--- src/rtl/jesd_rx_sync_ctrl.sv ---
// JESD204B receive-side SYNC~ controller: per-lane CGS tracking, SYSREF-aligned
// LMFC counter, and the SYNC~ release and error-pulse reporting state machine.
module jesd_rx_sync_ctrl #(
  parameter int LANES       = 4,
  parameter int K_COUNT     = 4,
  parameter int LMFC_PERIOD = 32,
  parameter int ERR_PULSE   = 2,
  parameter int ERR_THRESH  = 8
) (
  input  logic             clk,
  input  logic             reset,
  input  logic             link_en,
  input  logic             sysref,
  input  logic [LANES-1:0] lane_valid,
  input  logic [LANES-1:0] lane_k285,
  input  logic [LANES-1:0] lane_err,
  output logic             sync_n,
  output logic             lmfc_edge,
  output logic             cgs_done,
  output logic             link_up,
  output logic [15:0]      err_cnt,
  output logic [1:0]       state
);

  localparam int LW = (LMFC_PERIOD > 1) ? $clog2(LMFC_PERIOD) : 1;
  localparam int KW = $clog2(K_COUNT + 1);
  localparam int PW = $clog2(ERR_PULSE + 1);
  localparam int CW = $clog2(LANES + 1);
  localparam logic [LW-1:0] LMFC_LAST = LW'(LMFC_PERIOD - 1);
  localparam logic [KW-1:0] K_MAX     = KW'(K_COUNT);

  typedef enum logic [1:0] {
    IDLE      = 2'd0,
    CGS       = 2'd1,
    WAIT_LMFC = 2'd2,
    DATA      = 2'd3
  } state_t;

  state_t          cur_state;
  logic [LW-1:0]   lmfc_cnt;
  logic            sysref_d;
  logic            sysref_rise;
  logic [KW-1:0]   k_cnt [LANES];
  logic            all_k;
  logic [PW-1:0]   pulse_cnt;
  logic [CW-1:0]   err_hits;
  logic [16:0]     err_sum;
  logic [15:0]     err_next;
  logic            thresh_hit;
  logic            enter_cgs;

  assign sysref_rise = sysref & ~sysref_d;
  assign lmfc_edge   = (lmfc_cnt == '0);
  assign cgs_done    = (cur_state == WAIT_LMFC) || (cur_state == DATA);
  assign link_up     = (cur_state == DATA);
  assign state       = cur_state;

  // A SYSREF rising edge realigns the multiframe counter regardless of state.
  always_ff @(posedge clk or posedge reset) begin
    if (reset) begin
      lmfc_cnt <= '0;
      sysref_d <= 1'b0;
    end else begin
      sysref_d <= sysref;
      if (sysref_rise || (lmfc_cnt == LMFC_LAST))
        lmfc_cnt <= '0;
      else
        lmfc_cnt <= lmfc_cnt + LW'(1);
    end
  end

  always_comb begin
    err_hits = '0;
    all_k    = 1'b1;
    for (int i = 0; i < LANES; i++) begin
      err_hits = err_hits + CW'(lane_valid[i] & lane_err[i]);
      if (k_cnt[i] != K_MAX) all_k = 1'b0;
    end
  end

  assign err_sum    = {1'b0, err_cnt} + {{(17-CW){1'b0}}, err_hits};
  assign err_next   = err_sum[16] ? 16'hFFFF : err_sum[15:0];
  assign thresh_hit = (err_next >= 16'(ERR_THRESH));

  assign enter_cgs = link_en &&
                     ((cur_state == IDLE) ||
                      ((cur_state == WAIT_LMFC) && !all_k) ||
                      ((cur_state == DATA) && thresh_hit));

  // Consecutive clean K28.5 run length per lane, restarted on every CGS entry.
  always_ff @(posedge clk or posedge reset) begin
    if (reset) begin
      for (int i = 0; i < LANES; i++) k_cnt[i] <= '0;
    end else if (enter_cgs) begin
      for (int i = 0; i < LANES; i++) k_cnt[i] <= '0;
    end else begin
      for (int i = 0; i < LANES; i++) begin
        if (lane_valid[i]) begin
          if (lane_k285[i] && !lane_err[i]) begin
            if (k_cnt[i] != K_MAX) k_cnt[i] <= k_cnt[i] + KW'(1);
          end else begin
            k_cnt[i] <= '0;
          end
        end
      end
    end
  end

  // Link FSM; dropping link_en overrides every other transition.
  always_ff @(posedge clk or posedge reset) begin
    if (reset) begin
      cur_state <= IDLE;
      sync_n    <= 1'b0;
      err_cnt   <= '0;
      pulse_cnt <= '0;
    end else if (!link_en) begin
      cur_state <= IDLE;
      sync_n    <= 1'b0;
      pulse_cnt <= '0;
    end else begin
      case (cur_state)
        IDLE: begin
          cur_state <= CGS;
          sync_n    <= 1'b0;
          err_cnt   <= '0;
          pulse_cnt <= '0;
        end
        CGS: begin
          sync_n <= 1'b0;
          if (all_k) cur_state <= WAIT_LMFC;
        end
        WAIT_LMFC: begin
          sync_n <= 1'b0;
          if (!all_k) begin
            cur_state <= CGS;
            err_cnt   <= '0;
          end else if (lmfc_edge) begin
            cur_state <= DATA;
            sync_n    <= 1'b1;
            pulse_cnt <= '0;
          end
        end
        DATA: begin
          if (thresh_hit) begin
            cur_state <= CGS;
            sync_n    <= 1'b0;
            pulse_cnt <= '0;
            err_cnt   <= '0;
          end else begin
            err_cnt <= err_next;
            if (pulse_cnt == '0) begin
              if (err_hits != '0) begin
                pulse_cnt <= PW'(ERR_PULSE);
                sync_n    <= 1'b0;
              end else begin
                sync_n <= 1'b1;
              end
            end else begin
              pulse_cnt <= pulse_cnt - PW'(1);
              sync_n    <= (pulse_cnt == PW'(1));
            end
          end
        end
        default: begin
          cur_state <= IDLE;
          sync_n    <= 1'b0;
        end
      endcase
    end
  end

endmodule

--- config.mk ---
export PLATFORM = sky130hd
export DESIGN_NAME = jesd_rx_sync_ctrl
export DESIGN_NICKNAME = d
export VERILOG_FILES = /design/src/rtl/jesd_rx_sync_ctrl.sv
export SDC_FILE = /design/constraint.sdc
export NUM_CORES = 1
export LEC_CHECK = 0
export CORE_AREA = 3 3 75 70
export CTS_CLUSTER_SIZE = 40
export DETAILED_ROUTE_END_ITERATION = 8
export DIE_AREA = 0 0 78 73
export GPL_TIMING_DRIVEN = 0
export PLACE_DENSITY = 0.77
export SLEW_MARGIN = 20
export SYNTH_ARGS = -nofsm -noshare
export SYNTH_HDL_FRONTEND = slang
export SYNTH_SLANG_ARGS = --single-unit
--- constraint.sdc ---
create_clock -name clk -period 7.68 [get_ports clk]
set_input_delay 1.536 -clock clk [delete_from_list [all_inputs] [get_ports clk]]
set_output_delay 1.536 -clock clk [all_outputs]
set_load 0.02 [all_outputs]
## After elaboration in Yosys (flattened, before gate mapping)

Index checks and enable logic that the tools add are counted.

- Bits in read-only memories: 0
- Register bits: 39
- Output and inout bits: 22
- RAM bits: 0
- Memories kept: 0
- Bits of input ports: 16
- Word-level logic and storage cells: 123
- Latch bits: 0

- Divide/modulo/power cells: 0
- Shift-type cells: 0
- Eq/ne operators: 21
- Bitwise operators: 6
- Add/subtract/negate cells: 10
- $mul: 0
- Mux-type cells: 42
- Magnitude comparators: 1
- Reduce and logical (&&, ||, !) cells: 33

Operators by type and width:

| cell | count |
|---|---|
| 16-bit 2-to-1 mux | 3 |
| 16-bit case mux with 3 select lines | 1 |
| 3-bit 2-to-1 mux | 12 |
| 3-bit != test, second input constant | 11 |
| 2-bit 2-to-1 mux | 11 |
| 16-bit by 3-bit adder with 17-bit output | 1 |
| 16-bit by 4-bit >= comparator with 1-bit output, second input constant | 1 |
| 3-bit by 1-bit adder with 3-bit output, second input constant | 4 |
| 12-bit 2-to-1 mux | 1 |
| 1-bit 2-to-1 mux | 10 |
| 2-bit case mux with 4 select lines | 1 |
| 2-bit AND reduction | 4 |
| 2-bit nonzero test | 4 |
| 1-bit logical AND | 7 |
| 2-bit case mux with 3 select lines | 1 |
| 3-bit AND reduction | 2 |
| 3-bit nonzero test | 2 |
| 5-bit by 1-bit adder with 5-bit output, second input constant | 1 |
| 1-bit bitwise AND | 5 |
| 5-bit equality test, second input constant | 1 |
| 1-bit zero test | 5 |
| 5-bit zero test | 1 |
| 5-bit 2-to-1 mux | 1 |
| 5-bit by 4-bit != test with 1-bit output, second input constant | 1 |
| 16 further kinds | 22 |

## Logic depth before layout (Yosys ltp)

Gate-level depths: netlist of run 1.

- Depth after elaboration: 12
- Depth in mapped cells: 14
- Mapped depth without buffers: 13

## Least setup slack after synthesis of run 1

OpenSTA, ideal clock, no wires.

- Kind: input to register
- Start: input port lane_err[0]
- End: register k_cnt[2] (netlist bit)
- Path buffers: 1
- Setup time: 87 ps
- Required time: 7,593 ps
- Arrival time: 5,002 ps
- Stages: 14
- Path slack: 2,592 ps
- Cells stage by stage: and2_1 > fa_1 > ha_1 > ha_1 > inv_1 > fa_1 > nand2b_1 > a2111oi_0 > xor2_1 > a2111oi_4 > a41oi_1 > o31a_1 > buf_6 > a211oi_2

- Cells in the longest elaborated chain, start to end: 12
- Elaborated cells between the ends (all ways): 14
- Those cells by class: add/sub: 4; order compare: 1; eq/ne: 1; mux: 2; bitwise: 1; reduce/logical: 5

RTL lines:

| item | line | source |
|---|---|---|
| start, declared | 16 | `input logic [LANES-1:0] lane_err,` |
| 1-bit bitwise AND (*) | 76 | `err_hits = err_hits + CW'(lane_valid[i] & lane_err[i]);` |
| 1-bit by 1-bit adder with 2-bit output (*) | 76 |  |
| 2-bit by 1-bit adder with 3-bit output (*) | 76 |  |
| 3-bit by 1-bit adder with 3-bit output (*) | 76 |  |
| 16-bit by 3-bit adder with 17-bit output (*) | 81 | `assign err_sum = {1'b0, err_cnt} + {{(17-CW){1'b0}}, err_hits};` |
| 16-bit 2-to-1 mux (*) | 82 | `assign err_next = err_sum[16] ? 16'hFFFF : err_sum[15:0];` |
| 16-bit by 4-bit >= comparator with 1-bit output (*) | 83 | `assign thresh_hit = (err_next >= 16'(ERR_THRESH));` |
| 1-bit logical AND (*) | 88 | `((cur_state == DATA) && thresh_hit));` |
| 1-bit logical OR (*) | 87 | `((cur_state == WAIT_LMFC) && !all_k) \|\|` |
| 1-bit logical AND (*) | 85 | `assign enter_cgs = link_en &&` |
| 3-bit != test (no line) / 2-bit nonzero test (equally long branches) | n/a |  |
| 2-bit AND reduction (no line) | n/a |  |
| end signal, assigned by index | 102 | `k_cnt[i] <= '0;` |
| end, declared | 43 | `logic [KW-1:0] k_cnt [LANES];` |

Every way passes the cells marked *; elsewhere a longest branch is shown, timed or not.
A chain may end at the register's enable or synchronous reset.

## Final worst setup path of run 1

- Start: input port lane_valid[1]
- End: register k_cnt[5] (netlist bit)

- Cells in the longest elaborated chain, start to end: 12
- Elaborated cells between the ends (all ways): 14
- Those cells by class: add/sub: 4; order compare: 1; eq/ne: 1; mux: 2; bitwise: 1; reduce/logical: 5

RTL lines:

| item | line | source |
|---|---|---|
| start, declared | 14 | `input logic [LANES-1:0] lane_valid,` |
| 1-bit bitwise AND (*) | 76 |  |
| 1-bit by 1-bit adder with 2-bit output (*) | 76 |  |
| 2-bit by 1-bit adder with 3-bit output (*) | 76 |  |
| 3-bit by 1-bit adder with 3-bit output (*) | 76 |  |
| 16-bit by 3-bit adder with 17-bit output (*) | 81 |  |
| 16-bit 2-to-1 mux (*) | 82 |  |
| 16-bit by 4-bit >= comparator with 1-bit output (*) | 83 |  |
| 1-bit logical AND (*) | 88 |  |
| 1-bit logical OR (*) | 87 |  |
| 1-bit logical AND (*) | 85 |  |
| 3-bit != test (no line) / 2-bit nonzero test (equally long branches) | n/a |  |
| 2-bit AND reduction (no line) | n/a |  |

Marked as above.

==> flow_metrics.env, run 1 <==
export IMPL_clk_path_buf_depth=2
export IMPL_grt_start_max_net_pins=24
export IMPL_ys_async_sr_fraction_pct=100
export IMPL_grt_pass1_wl_um=8860
export IMPL_hpwl_um=3940
export IMPL_n_antenna_cell=0
export IMPL_clkSinkCount=39
export IMPL_dp_cells=370
export IMPL_layout_drive_gt1_share_pct=5.38
export IMPL_antenna_found_initial=0
export IMPL_syn_area_mm2=0.00248
export IMPL_place_area_mm2=0.00296
export IMPL_power_density_cell_area_mw_per_mm2=162
export IMPL_ioPinCount=38
export IMPL_synth_cell_types=42
export IMPL_wl_per_cell_um=13.6
export IMPL_viasPerCell=5.45
export IMPL_cts_tree="yes"
export IMPL_fmax_mhz=176
export IMPL_insertion_delay_ps=290
export IMPL_worst_hold_slack_ps=490
export IMPL_max_slew_margin_pct=48.6
export IMPL_synthCells=270
export IMPL_row_count=23
export IMPL_die_h_um=73
export IMPL_fin_cells=378
export IMPL_cp_start_kind="primary input"
export IMPL_yosysWarningCount=0
export IMPL_setup_viol=0
export IMPL_cts_resized_gates=0
export IMPL_clk_pin_slew_worst_paths_ps=70
export IMPL_ys_seq_area_share_pct=39.3
export IMPL_min_period_ps=5680
export IMPL_vdd_drop_max_mv=0.149
export IMPL_clockRootBuffer="clkbuf_8"
export IMPL_ys_seq_elements=39
export IMPL_maxCapViolCount=0
export IMPL_area_delta_synth_final_pct=23.2
export IMPL_grt_pass1_vias=1916
export IMPL_p_leak_nw=1.35
export IMPL_final_nets=357
export IMPL_fin_skew_ps=6.17
export IMPL_hold_viol=0
export IMPL_h_tree_depth=2
export IMPL_path_class="primary input to flip-flop"
export IMPL_synth_edf_count=0
export IMPL_die_area_mm2=0.00569
export IMPL_place_congestion=0.857
export IMPL_status="finished clean"
export IMPL_grt_usage_pct=19.5
export IMPL_min_path_type="flip-flop to flip-flop"
export IMPL_vias=2059
export IMPL_fin_area_mm2=0.00306
export IMPL_port_buffers=37
export IMPL_final_cell_mix="dfrtp_1 (39), clkdlybuf4s50_1 (37), nand2_1 (30), inv_1 (24), ha_1 (24)"
export IMPL_rsz0062_at_grt="false"
export IMPL_drtAntennaViolNets=0
export IMPL_synthFlopType="dfrtp_1"
export IMPL_die_w_um=78
export IMPL_grt_overflow=0
export IMPL_drt_iter0_markers=67
export IMPL_crit_fanout=10
export IMPL_numCtsBuffers=5
export IMPL_worstPathArrival_ps=5880
export IMPL_cp_required_ps=7880
export IMPL_final_common_cell="dfrtp_1"
export IMPL_timing_final_crit_share_pct=73.9
export IMPL_drt_pass1_iterations=4
export IMPL_drc=0
export IMPL_initial_core_util_pct=55.4
export IMPL_cts_setup_buffers=0
export IMPL_ctsHoldBuffers=0
export IMPL_wl_um=5140
export IMPL_syn_nets=312
export IMPL_tightest_slew_ps=764
export IMPL_crit_path_end_kind="flip-flop"
export IMPL_maxSlewViolCount=0
export IMPL_setup_tns_ps=0
export IMPL_coreArea_mm2=0.00449
export IMPL_synth_area_per_cell_um2=9.20
[report_power, final]
part           switching [mW]  leakage (nW)  internal, mW  total [mW]
registers              0.0125         0.534         0.218       0.230
logic                  0.0653         0.765        0.0500       0.115
clock network          0.0672        0.0515        0.0819       0.149
[synth_stat cells, types with 2 or more instances]
library cell | instances | area share, %
o31ai_1 | 3 | 0.91
inv_1 | 25 | 3.8
or3_1 | 4 | 1.0
nand4_1 | 8 | 2.0
nor4b_1 | 2 | 0.71
a211oi_2 | 2 | 1.0
nand2_1 | 30 | 4.5
mux2i_1 | 2 | 0.81
ha_1 | 24 | 12
xor2_1 | 2 | 0.71
o211ai_1 | 2 | 0.60
nand2b_1 | 2 | 0.50
nor2_1 | 18 | 2.7
a21oi_1 | 22 | 4.4
dfrtp_1 | 39 | 39
a211oi_1 | 3 | 0.91
nand3_1 | 16 | 3.2
nand3b_1 | 4 | 1.2
and2_1 | 21 | 5.3
and3_1 | 3 | 0.76
a21o_1 | 4 | 1.2
fa_1 | 2 | 1.6
nor4_1 | 3 | 0.76
a41oi_1 | 2 | 0.71
nor2b_1 | 5 | 1.3
o21ai_0 | 6 | 1.2
[sequential cells by signal, indices dropped and copies added (netlist names)]
register and flops:
lmfc_cnt 5, sync_n 1, k_cnt 12, state 2
pulse_cnt 2, sysref_d 1, err_cnt 16
[path summary, 6_finish.rpt]
check,end,from,cells past startpoint,slack (ps)
worst max-delay path,k_cnt[5],lane_valid[1],15,2000
worst min-delay path,lmfc_cnt[0],lmfc_cnt[0],1,490
worst max register to register,k_cnt[5],err_cnt[0],11,4430
worst min register to register,lmfc_cnt[0],lmfc_cnt[0],1,490
max in group asynchronous,k_cnt[4],reset,3,5690
min in group asynchronous,lmfc_cnt[3],reset,2,1550
[layout make-up]
type                            count  area, um^2
Fill cell                         394        1430
Clock buffer                        8         100
Multi-Input combinational cell    204        1400
Buffer                              2        15.0
Sequential cell                    39         976
Tap cell                           62        77.6
Inverter                           25        93.8
Timing Repair Buffer               38         398
[cells by family after synthesis]
logic type               after synthesis  share of synthesized area, %
AND/OR/NAND/NOR                      119                          25.2
AO/OA/AOI/OAI                         53                          15.2
flip-flops                            39                          39.3
buffers and inverters                 27                          4.38
adder cells (fa/ha/maj)               26                          13.7
XOR/XNOR                               3                          1.06
multiplexers                           3                          1.26
[worst max-delay path, cell delays in order]
cell and delay (ps):
clkdlybuf4s50_1 560, and2_1 190, fa_1 430, ha_1 210, ha_1 320, inv_1 70
fa_1 420, nand2b_1 270, a2111oi_0 530, xor2_1 190, a2111oi_4 360, a41oi_1 160
o31a_1 340, buf_6 180, a211oi_2 130
[per-stage QoR]
step           power [mW]  util (%)  setup slack [ps]
2_1_floorplan       0.305         -              2590
3_3_place_gp        0.343      65.3              1690
5_1_grt             0.527      68.2              1760
3_5_place_dp        0.348      65.9              1700
6_report            0.495      68.2              2000
4_1_cts             0.500      68.2              2000
[layer usage]
layer	up-vias	routed length (um)	global-route usage [%]
li1	1041	-	-
met1	978	2460	27.2
met2	38	2480	31.0
met3	2	174	3.70
met4	0	29	6.41
met5	-	0	0
No activity file was read; power rests on OpenSTA's default activity.
==> run 2, diff against run 1 <==
Settings changed: CORE_AREA 3 3 75 70 to 3 3 80 74, DIE_AREA 0 0 78 73 to 0 0 83 77, PLACE_DENSITY 0.77 to 0.71.
Clock period 7.68 ns to 4.55 ns, I/O delays scaled along.
==> flow_metrics.env, run 2 (synthesis results as in run 1) <==
export IMPL_status="finished clean"
export IMPL_clk_path_buf_depth=2
export IMPL_fmax_mhz=230
export IMPL_cts_tree="yes"
export IMPL_min_path_type="flip-flop to flip-flop"
export IMPL_crit_fanout=6
export IMPL_drt_pass1_iterations=4
export IMPL_maxCapViolCount=0
export IMPL_clockRootBuffer="clkbuf_8"
export IMPL_busiest_layer="met2"
export IMPL_worstPathArrival_ps=4560
export IMPL_grt_pass1_vias=2096
export IMPL_use_met1_pct=24.6
export IMPL_grt_overflow=0
export IMPL_max_slew_margin_pct=47.6
export IMPL_cp_required_ps=4760
export IMPL_top_register="err_cnt"
export IMPL_grt_pass1_wl_um=9510
export IMPL_grt_usage_pct=17.9
export IMPL_setup_viol=0
export IMPL_die_h_um=77
export IMPL_die_area_mm2=0.00639
export IMPL_row_count=25
export IMPL_maxSlewViolCount=0
export IMPL_final_nets=361
export IMPL_min_period_ps=4350
export IMPL_place_congestion=0.845
export IMPL_initial_core_util_pct=47.9
export IMPL_largest_reg_flops=16
export IMPL_h_tree_depth=2
export IMPL_port_buffers=37
export IMPL_fin_skew_ps=7.33
export IMPL_insertion_delay_ps=290
export IMPL_antenna_found_initial=0
export IMPL_grt_start_max_net_pins=31
export IMPL_multi_input_area_mm2=0.00152
export IMPL_drtAntennaViolNets=0
export IMPL_viasPerCell=5.48
export IMPL_tightest_slew_ps=775
export IMPL_clkSinkCount=39
export IMPL_die_w_um=83
export IMPL_hold_viol=0
export IMPL_wl_per_cell_um=14.1
export IMPL_vdd_drop_max_mv=0.178
export IMPL_final_cell_mix="dfrtp_1 (39), clkdlybuf4s50_1 (31), nand2_1 (30), inv_1 (24), ha_1 (21)"
export IMPL_dp_cells=375
export IMPL_clk_pin_slew_worst_paths_ps=70
export IMPL_ioPinCount=38
export IMPL_fin_util_pct=61.6
export IMPL_wl_um=5470
export IMPL_cp_start_kind="primary input"
export IMPL_dp_worst_setup_slack_ps=-830
export IMPL_path_class="primary input to flip-flop"
export IMPL_worst_hold_slack_ps=489
export IMPL_setup_slack_ps=203
export IMPL_numCtsBuffers=5
export IMPL_fin_cells=387
export IMPL_vias=2119
export IMPL_met3_usage_pct=3.22
export IMPL_drt_iter0_markers=89
export IMPL_ff_latch_area_um2=976
export IMPL_rsz0062_at_grt="false"
export IMPL_n_antenna_cell=0
export IMPL_crit_path_end_kind="flip-flop"
export IMPL_globalRouteMet2Util_pct=28.0
export IMPL_layout_drive_gt1_share_pct=11.3
export IMPL_power_density_cell_area_mw_per_mm2=257
export IMPL_timing_final_crit_share_pct=95.5
export IMPL_top_regs="err_cnt (16), k_cnt (12), lmfc_cnt (5)"
export IMPL_area_delta_synth_final_pct=28.7
export IMPL_p_leak_nw=1.40
export IMPL_drc=0
export IMPL_final_common_cell="dfrtp_1"
export IMPL_fillCellCount=466
export IMPL_coreArea_mm2=0.00519
export IMPL_hpwl_um=4040
run 2: cell types whose count changed in the layout (fill, tap and decap cells not counted), sizes merged:
cell           previous run  this run
clkinv                    0         1
dlymetal6s2s              0         3
clkdlybuf4s50            37        31
dlygate4sd2               0         3
buf                       2         6
clkbuf                    9         8
run 2: repair_timing:
item	CTS	global route
resized for setup	14	15
setup endpoints to repair	20	20
buffers inserted	1	2
hold buffers	0	0
pin swaps	5	8
gates cloned	0	1
run 2: final cells by class:
cell class | count | share of cell area, %
multi-input combinational | 204 | 47.6
tap | 67 | 2.62
buffer | 2 | 0.470
inverter | 25 | 2.94
timing repair buffer | 42 | 13.3
sequential | 39 | 30.5
clock inverter | 1 | 0.157
clock buffer | 7 | 2.39
run 2: worst paths after layout:
check	cells after the start	start	to	slack (ps)
worst max-delay path	14	lane_valid[3]	k_cnt[5]	200
worst max register to register	11	err_cnt[0]	k_cnt[5]	1660
max in group asynchronous	3	reset	err_cnt[4]	3260
min in group asynchronous	2	reset	k_cnt[1]	860
worst min register to register	1	lmfc_cnt[0]	lmfc_cnt[0]	490
worst min-delay path	1	lmfc_cnt[0]	lmfc_cnt[0]	490
run 2: stage by stage:
step / total power, mW / area (um^2) / setup TNS, ps
detailed placement: 0.589 / 2960 / -14880
CTS: 0.817 / 3110 / 0
global placement: 0.582 / 2940 / -13690
floorplan: 0.515 / 2480 / 0
finish: 0.821 / 3200 / 0
global route: 0.878 / 3200 / 0
run 2: worst max-delay path, stage by stage:
cell	delay, ps
dlygate4sd2_1	290
and2_4	160
fa_1	520
ha_4	190
ha_4	150
ha_1	370
nand3_1	200
a2111oi_4	490
mux2i_1	250
a22o_1	240
a41oi_2	130
o31a_1	340
buf_6	170
a211oi_2	130
run 2: metal layers:
layer  vias to the layer above  share of wire (%)
met5                         -                  0
met4                         0                1.9
met3                        13                3.5
met2                        40                 48
met1                      1015                 47
li1                       1051                  -
run 2: power by group:
part,leakage (nW),internal (mW),switching (mW)
logic,0.826,0.0913,0.114
clock network,0.0422,0.108,0.118
registers,0.534,0.367,0.0224
total,1.40,0.566,0.255
==> run 3, diff against run 2 <==
Settings changed: CAP_MARGIN from default to 10, SLEW_MARGIN 20 to default.
==> flow_metrics.env, run 3 (synthesis results as in run 1) <==
export IMPL_status="finished clean"
export IMPL_critPathLaunch="lane_err[0]"
export IMPL_crit_fanout=5
export IMPL_layout_drive_gt1_share_pct=11.2
export IMPL_fin_area_mm2=0.00320
export IMPL_coreArea_mm2=0.00519
export IMPL_hpwl_um=3910
export IMPL_h_tree_depth=2
export IMPL_drc=0
export IMPL_cts_tree="yes"
export IMPL_hold_viol=0
export IMPL_largest_reg_flops=16
export IMPL_r2r_worst_path_cells=11
export IMPL_max_slew_margin_pct=46.2
export IMPL_vdd_drop_max_mv=0.175
export IMPL_ioPinCount=38
export IMPL_p_leak_nw=1.37
export IMPL_path_cells="clkdlybuf4s50_1 -> and2_1 -> fa_1 -> ha_4 -> ha_4 -> inv_1 -> fa_2 -> nand2b_4 -> a21oi_4 -> a41oi_2 -> a2111oi_4 -> a41oi_2 -> o31a_1 -> buf_6 -> a211oi_2"
export IMPL_area_delta_synth_final_pct=28.9
export IMPL_crit_path_end_kind="flip-flop"
export IMPL_cp_num_cells=15
export IMPL_setup_slack_ps=107
export IMPL_insertion_delay_ps=290
export IMPL_place_area_mm2=0.00294
export IMPL_clk_pin_slew_worst_paths_ps=70
export IMPL_final_cell_mix="dfrtp_1 (39), clkdlybuf4s50_1 (34), nand2_1 (30), inv_1 (24), and2_1 (21)"
export IMPL_min_period_ps=4440
export IMPL_wl_per_cell_um=14.7
export IMPL_fin_skew_ps=4.32
export IMPL_dp_worst_setup_slack_ps=-833
export IMPL_top_register="err_cnt"
export IMPL_crit_slowest_cell="fa_1"
export IMPL_holdPathStages=1
export IMPL_tightest_slew_ps=806
export IMPL_drt_iter0_markers=159
export IMPL_top_regs="err_cnt (16), k_cnt (12), lmfc_cnt (5)"
export IMPL_min_from="lmfc_cnt[0]"
export IMPL_drt_pass1_iterations=5
export IMPL_n_antenna_cell=0
export IMPL_antenna_found_initial=0
export IMPL_cp_top_family="adder cells"
export IMPL_fillCellCount=471
export IMPL_place_congestion=0.845
export IMPL_wl_um=5720
export IMPL_numCtsBuffers=5
export IMPL_dp_cells=374
export IMPL_setup_viol=0
export IMPL_final_common_cell="dfrtp_1"
export IMPL_grt_overflow=0
export IMPL_clkSinkCount=39
export IMPL_clk_path_buf_depth=2
export IMPL_die_area_mm2=0.00639
export IMPL_maxCapViolCount=0
export IMPL_timing_final_crit_share_pct=97.7
export IMPL_grt_pass1_wl_um=9430
export IMPL_fin_util_pct=61.7
export IMPL_fin_cells=389
export IMPL_crit_buf_inv=3
export IMPL_fmax_mhz=225
export IMPL_worstReg2RegStart="err_cnt[0]"
export IMPL_power_density_cell_area_mw_per_mm2=255
export IMPL_critPathMaxStageDelay_ps=530
export IMPL_grt_pass1_vias=2000
export IMPL_grt_usage_pct=17.9
export IMPL_clockRootBuffer="clkbuf_8"
export IMPL_die_h_um=77
export IMPL_cp_start_kind="primary input"
export IMPL_grt_start_max_net_pins=40
export IMPL_vias=2119
export IMPL_row_count=25
export IMPL_die_w_um=83
export IMPL_path_class="primary input to flip-flop"
export IMPL_min_path_type="flip-flop to flip-flop"
export IMPL_drtAntennaViolNets=0
export IMPL_cp_required_ps=4760
export IMPL_worstPathArrival_ps=4650
export IMPL_final_nets=363
export IMPL_maxSlewViolCount=0
export IMPL_viasPerCell=5.45
export IMPL_initial_core_util_pct=47.9
export IMPL_port_buffers=37
export IMPL_worst_hold_slack_ps=496
[run 3: per-stage QoR]
| stage | power [mW] | setup TNS [ps] |
|---|---|---|
| global route | 0.874 | -39.5 |
| detailed placement | 0.586 | -14830 |
| global placement | 0.582 | -13690 |
| floorplan | 0.515 | 0 |
| finish | 0.818 | 0 |
| CTS | 0.816 | 0 |
[run 3: timing repair]
action,4_1_cts,5_1_grt
gates resized for setup,13,13
setup endpoints to repair,20,20
pin swaps,4,8
setup buffers,1,5
hold buffers,0,0
gates cloned,0,1
[run 3: area by class of cell]
cell class / count / area [um^2] / share of cell area [%]
Clock inverter: 1 / 5.00 / 0.156
Buffer: 2 / 15.0 / 0.469
Clock buffer: 7 / 76.3 / 2.38
Multi-Input combinational cell: 204 / 1530 / 47.9
Tap cell: 67 / 83.8 / 2.62
Sequential cell: 39 / 976 / 30.5
Inverter: 25 / 93.8 / 2.93
Timing Repair Buffer: 44 / 419 / 13.1
[run 3: final timing paths]
kind                            slack (ps)          end
worst max register to register        1730     k_cnt[5]
max in group asynchronous             2950   err_cnt[7]
min in group asynchronous             1090  lmfc_cnt[0]
worst min register to register         500  lmfc_cnt[0]
worst min-delay path                   500  lmfc_cnt[0]
worst max-delay path                   110     k_cnt[5]
[run 3: report_power, final]
| part | total [mW] | leakage (nW) | switching (mW) | internal (mW) |
|---|---|---|---|---|
| clock | 0.225 | 0.0422 | 0.117 | 0.108 |
| sequential | 0.389 | 0.534 | 0.0215 | 0.367 |
| combinational | 0.205 | 0.796 | 0.116 | 0.0891 |
[run 3: layer usage]
layer | GRT usage (%) | vias up | wire [um]
li1 | - | 1048 | -
met1 | 24.8 | 1022 | 2620
met2 | 28.0 | 42 | 2800
met3 | 2.90 | 7 | 235
met4 | 6.86 | 0 | 63
met5 | 0 | - | 0
